### config.mk
export PLATFORM = sky130hd
export DESIGN_NAME = ddr3_cmd_arbiter
export DESIGN_NICKNAME = d
export VERILOG_FILES = /design/src/rtl/ddr3_cmd_arbiter.sv
export SDC_FILE = /design/constraint.sdc
export NUM_CORES = 1
export LEC_CHECK = 0
export BUFFER_PORTS_ARGS = -buffer_cell sky130_fd_sc_hd__buf_2
export CORE_MARGIN = 2
export CORE_UTILIZATION = 41
export CTS_CLUSTER_DIAMETER = 100
export DETAILED_ROUTE_END_ITERATION = 8
export GPL_TIMING_DRIVEN = 0
export PLACE_DENSITY = 0.87
export SLEW_MARGIN = 20
export SYNTH_ARGS = -nofsm -noshare
export SYNTH_HDL_FRONTEND = slang
export SYNTH_SLANG_ARGS = --single-unit
### constraint.sdc
create_clock -name clk -period 6.6 [get_ports clk]
set_input_delay 0.33 -clock clk [delete_from_list [all_inputs] [get_ports clk]]
set_output_delay 0.33 -clock clk [all_outputs]
set_load 0.02 [all_outputs]
### src/rtl/ddr3_cmd_arbiter.sv
// Round-robin arbiter sharing the DDR3 app command port between the write and readout controllers.
// Optional statistics counters are built only when DDR3_ARB_STATS_EN is defined.
module ddr3_cmd_arbiter #(
  parameter int ADDR_W  = 26,
  parameter int MAX_RUN = 64,
  parameter int HOLD    = 4,
  parameter int CNT_W   = 32
) (
  input  logic              clk,
  input  logic              reset,
  input  logic              wr_app_en,
  input  logic [ADDR_W-1:0] wr_app_addr,
  output logic              wr_app_rdy,
  input  logic              rd_app_en,
  input  logic [ADDR_W-1:0] rd_app_addr,
  output logic              rd_app_rdy,
  output logic              app_en,
  output logic [2:0]        app_cmd,
  output logic [ADDR_W-1:0] app_addr,
  input  logic              app_rdy,
  output logic              grant_wr,
  output logic              grant_rd,
  output logic [CNT_W-1:0]  wr_cmd_cnt,
  output logic [CNT_W-1:0]  rd_cmd_cnt,
  output logic [CNT_W-1:0]  switch_cnt
);

  localparam int RUN_W  = $clog2(MAX_RUN + 1);
  localparam int IDLE_W = $clog2(HOLD + 1);
  localparam logic [RUN_W-1:0]  RUN_MAX   = RUN_W'(MAX_RUN);
  localparam logic [IDLE_W-1:0] IDLE_LAST = IDLE_W'(HOLD - 1);

  typedef enum logic [2:0] {
    ST_IDLE = 3'b001,
    ST_WR   = 3'b010,
    ST_RD   = 3'b100
  } state_e;

  state_e             state_q, state_d;
  logic [RUN_W-1:0]   run_q, run_d, runNext;
  logic [IDLE_W-1:0]  idle_q, idle_d;
  logic               lastRd_q, lastRd_d;
  logic               ownerWr, ownEn, peerEn, accept;

  always_ff @(posedge clk) begin
    if (reset) begin
      state_q  <= ST_IDLE;
      run_q    <= '0;
      idle_q   <= '0;
      lastRd_q <= 1'b1;
    end else begin
      state_q  <= state_d;
      run_q    <= run_d;
      idle_q   <= idle_d;
      lastRd_q <= lastRd_d;
    end
  end

  always_comb begin
    app_en     = 1'b0;
    app_cmd    = 3'b000;
    app_addr   = '0;
    wr_app_rdy = 1'b0;
    rd_app_rdy = 1'b0;
    unique case (state_q)
      ST_WR: begin
        app_en     = wr_app_en;
        app_addr   = wr_app_addr;
        wr_app_rdy = app_rdy;
      end
      ST_RD: begin
        app_en     = rd_app_en;
        app_cmd    = 3'b001;
        app_addr   = rd_app_addr;
        rd_app_rdy = app_rdy;
      end
      default: ;
    endcase
  end

  assign grant_wr = (state_q == ST_WR);
  assign grant_rd = (state_q == ST_RD);
  assign ownerWr  = grant_wr;
  assign ownEn    = ownerWr ? wr_app_en : rd_app_en;
  assign peerEn   = ownerWr ? rd_app_en : wr_app_en;
  assign accept   = app_en & app_rdy;

  // A held command (en=1, rdy=0) freezes the state; a run-limit yield may coincide with the final accept.
  always_comb begin
    state_d  = state_q;
    run_d    = run_q;
    idle_d   = idle_q;
    lastRd_d = lastRd_q;
    runNext  = run_q;
    unique case (state_q)
      ST_IDLE: begin
        if (wr_app_en && rd_app_en) begin
          state_d = lastRd_q ? ST_WR : ST_RD;
        end else if (wr_app_en) begin
          state_d = ST_WR;
        end else if (rd_app_en) begin
          state_d = ST_RD;
        end
        run_d  = '0;
        idle_d = '0;
      end
      ST_WR, ST_RD: begin
        if (accept && (run_q != RUN_MAX)) begin
          runNext = run_q + RUN_W'(1);
        end
        run_d  = runNext;
        idle_d = ownEn ? '0 : idle_q + IDLE_W'(1);
        if (!(ownEn && !app_rdy)) begin
          if (peerEn && ((runNext == RUN_MAX) || ((idle_q == IDLE_LAST) && !ownEn))) begin
            state_d  = ownerWr ? ST_RD : ST_WR;
            lastRd_d = !ownerWr;
            run_d    = '0;
            idle_d   = '0;
          end else if (!ownEn && !peerEn && (idle_q == IDLE_LAST)) begin
            state_d  = ST_IDLE;
            lastRd_d = !ownerWr;
            run_d    = '0;
            idle_d   = '0;
          end
        end
      end
      default: begin
        state_d = ST_IDLE;
        run_d   = '0;
        idle_d  = '0;
      end
    endcase
  end

`ifdef DDR3_ARB_STATS_EN
  logic [CNT_W-1:0] wrCnt_q, rdCnt_q, switchCnt_q;
  logic             handover;

  assign handover = ((state_q == ST_WR) && (state_d == ST_RD)) ||
                    ((state_q == ST_RD) && (state_d == ST_WR));

  always_ff @(posedge clk) begin
    if (reset) begin
      wrCnt_q     <= '0;
      rdCnt_q     <= '0;
      switchCnt_q <= '0;
    end else begin
      if (grant_wr && accept) wrCnt_q <= wrCnt_q + CNT_W'(1);
      if (grant_rd && accept) rdCnt_q <= rdCnt_q + CNT_W'(1);
      if (handover) switchCnt_q <= switchCnt_q + CNT_W'(1);
    end
  end

  assign wr_cmd_cnt = wrCnt_q;
  assign rd_cmd_cnt = rdCnt_q;
  assign switch_cnt = switchCnt_q;
`else
  assign wr_cmd_cnt = '0;
  assign rd_cmd_cnt = '0;
  assign switch_cnt = '0;
`endif

endmodule

-- After elaboration in Yosys (flattened, before gate mapping)
Index checks and enable logic that the tools add are counted.
- register bits: 14
- reduce and logical (&&, ||, !) cells: 17
- bitwise logic cells: 3
- equal/unequal tests: 9
- add/subtract/negate cells: 2
- multiplexer cells: 27
- operator list (cell ; count):
    26-bit case mux with 2 select lines ; 1
    3-bit 2-to-1 mux ; 12
    7-bit 2-to-1 mux ; 5
    7-bit by 1-bit adder with 7-bit output, second input constant ; 1
    7-bit equality test, second input constant ; 1
    1-bit logical AND ; 7
    1-bit 2-to-1 mux ; 7
    7-bit inequality test, second input constant ; 1
    3-bit by 2-bit equality test with 1-bit output, second input constant ; 2
    3-bit case mux with 2 select lines ; 1
    3-bit AND reduction ; 2
    1-bit zero test ; 4
    4-bit inequality test, second input constant ; 1
    2-bit OR reduction ; 2
    3-bit by 1-bit adder with 3-bit output, second input constant ; 1
    3-bit by 1-bit equality test with 1-bit output, second input constant ; 1
    3-bit equality test, second input constant ; 1
    3-bit inequality test, second input constant ; 1
    2-bit inequality test, second input constant ; 1
    1-bit inverter ; 2
    1-bit case mux with 2 select lines ; 1
    2-bit nonzero test ; 1
    1-bit bitwise AND ; 1
    1-bit logical OR ; 1

-- Longest topological paths before layout
- depth after elaboration: 12
- gate-level depth with buffers: 9
- gate-level depth less buffers: 9

-- Worst setup path after synthesis
OpenSTA, ideal clock, no wires.
- path kind: in2reg
- start point: in rd_app_en
- end point: reg idle_q[0]
- slack: 4385 ps
- data arrival time: 2150 ps
- cell stages on the path: 8
- data required time: 6535 ps
- cell sequence: buf_2 nand4bb_1 a2111oi_4 mux2i_1 a2111o_1 a21oi_2 or3_1 nor2_1
- longest elaborated chain between the ends: 10
- elaborated cells between the ends (all ways): 20
- classes of those cells: eq/ne: 1; mux: 9; bitwise: 1; reduce/logical: 9
- ends and longest elaborated chain (item ; RTL line ; source):
    from (decl) ; 14 ; input logic rd_app_en,
    1-bit case mux with 2 select lines ; 65 ; unique case (state_q)
    1-bit bitwise AND ; 86 ; assign accept = app_en & app_rdy;
    1-bit logical AND ; 108 ; if (accept && (run_q != RUN_MAX)) begin
    7-bit 2-to-1 mux ; 108 ;
    7-bit 2-to-1 mux ; 95 ; unique case (state_q)
    7-bit equality test ; 114 ; if (peerEn && ((runNext == RUN_MAX) || ((idle_q == IDLE_LAST) && !ownEn))) begin
    1-bit logical OR ; 114 ;
    1-bit logical AND ; 114 ;
    3-bit 2-to-1 mux ; 114 ;
    3-bit 2-to-1 mux (*) ; 113 ; if (!(ownEn && !app_rdy)) begin
    to (signal assigned) ; 54 ; idle_q <= idle_d;
    to (decl) ; 41 ; logic [IDLE_W-1:0] idle_q, idle_d;
Every way passes the cells marked *; elsewhere a longest branch is shown, timed or not. The select of a mux whose other input is x is not followed.
A chain may end at the register's enable or synchronous reset.

-- Worst setup path after layout
- start point: reg state_q[2]
- end point: out app_addr[23]
- longest elaborated chain between the ends: 2
- elaborated cells between the ends (all ways): 3
- classes of those cells: eq/ne: 2; mux: 1
- ends and longest elaborated chain (item ; RTL line ; source):
    from (decl) ; 39 ; state_e state_q, state_d;
    from (signal assigned) ; 52 ; state_q <= state_d;
    3-bit equality test or 3-bit by 2-bit equality test with 1-bit output (tied branches) ; 65 ;
    26-bit case mux with 2 select lines (*) ; 65 ;
    to (decl) ; 19 ; output logic [ADDR_W-1:0] app_addr,
Every way passes the cells marked *; elsewhere a longest branch is shown, timed or not.

==> impl_metrics.yaml <==
run_status:
  status: "complete, no violations"
worst_setup_path:
  endpoint_kind: "primary output"
  cp.buffers_inverters: 4
  crit_chain: "buf_4, nor3b_1, clkbuf_1, clkbuf_1, a22o_1, buf_2"
  r2r-start: "state_q[0]"
  cp_slowest_cell: "nor3b_1"
  r2r_cells: 8
  crit_family: "buffers and inverters"
  critPathRequiredTime_ns: 6.27
  cpPeakStageDelay_ns: 0.60
  reg2reg_slack_ns: 4.20
  critPathLaunchType: "flop"
  crit_fanout: 10
  crit_top_cell: "clkbuf_1"
  cp.arrival_ns: 2.67
  critPathKind: "flop to primary output"
  r2r-end: "idle_q[1]"
cells_and_area:
  syn_to_final_growth_pct: 45.4
  fin_nets: 511
  drive_gt1_share_pct: 46.3
  fillCellCount: 434
  diodes: 0
  fin_cells: 516
drt:
  wl_per_cell_um: 11.9
  top_layer_used: "met4"
  vias_per_cell: 4.21
  ant_nets: 0
  wl_met2_mm: 3.10
  drc: 0
  met3_length_um: 451
  drt_first_pass_iters: 4
  drtIter0Drc: 163
  wl_met1_mm: 2.39
  via_count: 2174
  wirelength_mm: 6.12
logic_synthesis:
  ys_seq_area_share_pct: 13.6
  synth.avg_cell_area_um2: 7.85
  synthDistinctLibCells: 42
  synth_area_leader_cell: "buf_4"
  syn_area_um2: 2060
  netlist.area_leader.share_pct: 36.9
  yosys_warnings: 0
  postSynthCellCount: 262
  yosys-top-cells-area: "buf_4 (37%), dfxtp_1 (14%), a22o_1 (11%), nor2_1 (3.7%), a2111oi_4 (2.7%)"
  synth.ff_latch_count: 14
timing:
  fmax_mhz: 334
  report.final.slew_viol_count: 0
  finClkSkew_ns: 0.00480
  hold_violations: 0
  setup_tns_ns: 0
  setup_violations: 0
  tightest_slew_ns: 0.702
  rsz0062_at_grt: "false"
  slew_headroom_pct: 53.1
  period_minus_slack_ns: 3.00
  min_period_over_period_pct: 45.4
grt:
  grt_pass1_vias: 1872
  grt_overflow: 0
  grt_antenna_before_repair: 0
  grt_pass1_wl_mm: 9.03
  gr-usage-all-layers_pct: 21.0
  grt_max_degree: 12
placement:
  gp_congestion: 0.910
  dpl.hpwl_mm: 5.31
  place_inst: 512
  io_buffers: 86
min_path:
  hold_depth: 2
  hold_path_class: "primary input to flop"
  worstHoldEndpoint: "state_q[1]"
  hp-start: "reset"
flow_run:
  drv_cap: 0
cts:
  clock_latency_ns: 0.25
  post_cts_buffers: 0
  clockRootBuffer: "clkbuf_8"
  cts_max_path_buffers: 2
  cts_buffers: 3
  clkTransAtPathRegs_ns: 0.06
  cts_sinks: 14
  cts_tree: "done"
  post_cts_resize_count: 0
  htreeDepth: 1
  ctsHoldBuffers: 0
power:
  leakagePower_nw: 1.75
  ir_drop_uv: 71.3
  p_sw_share_pct: 41.3
  internal_power_uw: 237
  p_sw_uw: 167
  power_density_nw_per_um2: 135
  clock_power_share_pct: 20.9
  comb_power_share_pct: 56.5
  p_seq_share_pct: 22.6
floorplanning:
  die_w_um: 74.8
  chipHeight_um: 74.8
  start_util_pct: 43.0
  num_io_pins: 187
  row_count: 25
  die_area_um2: 5600
  core_area_um2: 4790
[cell usage after synthesis]
master	instances
a2111o_1	1
a2111oi_4	2
a211oi_1	2
a21o_2	2
a21oi_1	6
a21oi_2	2
a221oi_2	1
a22o_1	26
a22oi_1	2
a31oi_1	1
a32oi_1	1
and2_1	2
and3_1	1
and3_2	1
and4_1	1
and4bb_2	2
buf_2	5
buf_4	101
buf_6	1
clkbuf_1	5
conb_1	1
dfxtp_1	14
ha_1	4
inv_1	9
mux2i_1	3
nand2_1	11
nand2b_1	2
nand3_1	1
nand3b_1	1
nand4_1	1
nand4bb_1	2
nor2_1	20
nor3b_1	3
o211ai_1	2
o21ai_0	5
o21ai_1	4
o22ai_1	1
o311ai_1	1
or3_1	4
or4_4	1
xnor2_1	6
xor2_1	1
[stage by stage]
step | utilization [%] | cell area (um2) | setup slack, ns | total power [mW] | hold slack [ns]
5_1_grt | 62.5 | 2990 | 3.43 | 0.426 | 0.296
2_1_floorplan | - | 2420 | 4.39 | 0.271 | 0.399
6_report | 62.5 | 2990 | 3.60 | 0.404 | 0.296
4_1_cts | 62.5 | 2990 | 3.65 | 0.401 | 0.289
3_5_place_dp | 61.3 | 2930 | 3.93 | 0.315 | 0.413
3_3_place_gp | 61.3 | 2930 | 3.94 | 0.313 | 0.409
[cell usage in the layout (no fill, tap or decap), types with 2 or more instances in the layout]
cell	instances
nand2_1	11
clkbuf_8	4
mux2i_1	3
o211ai_1	2
nand2b_1	2
a21oi_2	2
a211oi_1	2
buf_2	91
conb_1	98
inv_1	9
clkbuf_1	5
a22o_1	26
a21oi_1	6
dfxtp_1	14
nand4bb_1	2
xnor2_1	6
o21ai_1	4
nor2_1	20
and2_1	2
nor3b_1	3
or3_1	4
buf_4	101
o21ai_0	5
a22oi_1	2
and4bb_2	2
a21o_2	2
ha_1	4
a2111oi_4	2
[area by class of cell]
| type | count | area [um2] | area share [%] |
|---|---|---|---|
| multi-input cells | 224 | 1290 | 43.2 |
| plain buffers | 112 | 813 | 27.2 |
| repair buffers | 86 | 430 | 14.4 |
| flip-flops and latches | 14 | 280 | 9.38 |
| well taps | 67 | 83.8 | 2.80 |
| clock buffers | 4 | 55.1 | 1.84 |
| inverters | 9 | 33.8 | 1.13 |
[flip-flops by register name (all words and copies together), names as in the netlist]
signal    count
idle_q        3
run_q         7
lastRd_q      1
state_q       3
[worst max path at each step]
stage	cells past startpoint	slack (ns)	from	to
after floorplan	8	4.39	rd_app_en	idle_q[0]
after global placement	6	3.94	state_q[2]	app_addr[23]
after detailed placement	6	3.93	state_q[2]	app_addr[23]
after CTS	6	3.65	state_q[2]	app_addr[23]
after global routing	6	3.43	state_q[2]	app_addr[20]
final	6	3.60	state_q[2]	app_addr[23]
[metal layers]
| layer | global-route usage [%] | vias to the layer above |
|---|---|---|
| li1 | - | 1081 |
| met3 | 2.81 | 18 |
| met1 | 25.6 | 957 |
| met4 | 7.94 | 0 |
| met2 | 37.7 | 118 |
| met5 | 0 | - |
[logic make-up after synthesis]
logic type	Yosys count	share of synthesized area, %
other	1	0.182
XOR/XNOR	7	2.98
buffers and inverters	121	41.2
multiplexers	3	1.46
flip-flops	14	13.6
AO/OA/AOI/OAI	59	24.0
AND/OR/NAND/NOR	53	14.1
adder cells (fa/ha/maj)	4	2.43
[power groups by stage]
stage	clock (mW)	combinational, mW	sequential, mW
after global routing	0.0892	0.245	0.0917
after floorplan	0	0.178	0.0925
final	0.0846	0.228	0.0912
after global placement	0	0.220	0.0928
after CTS	0.0856	0.224	0.0912
after detailed placement	0	0.222	0.0931
No activity file was read; power rests on OpenSTA's default activity.
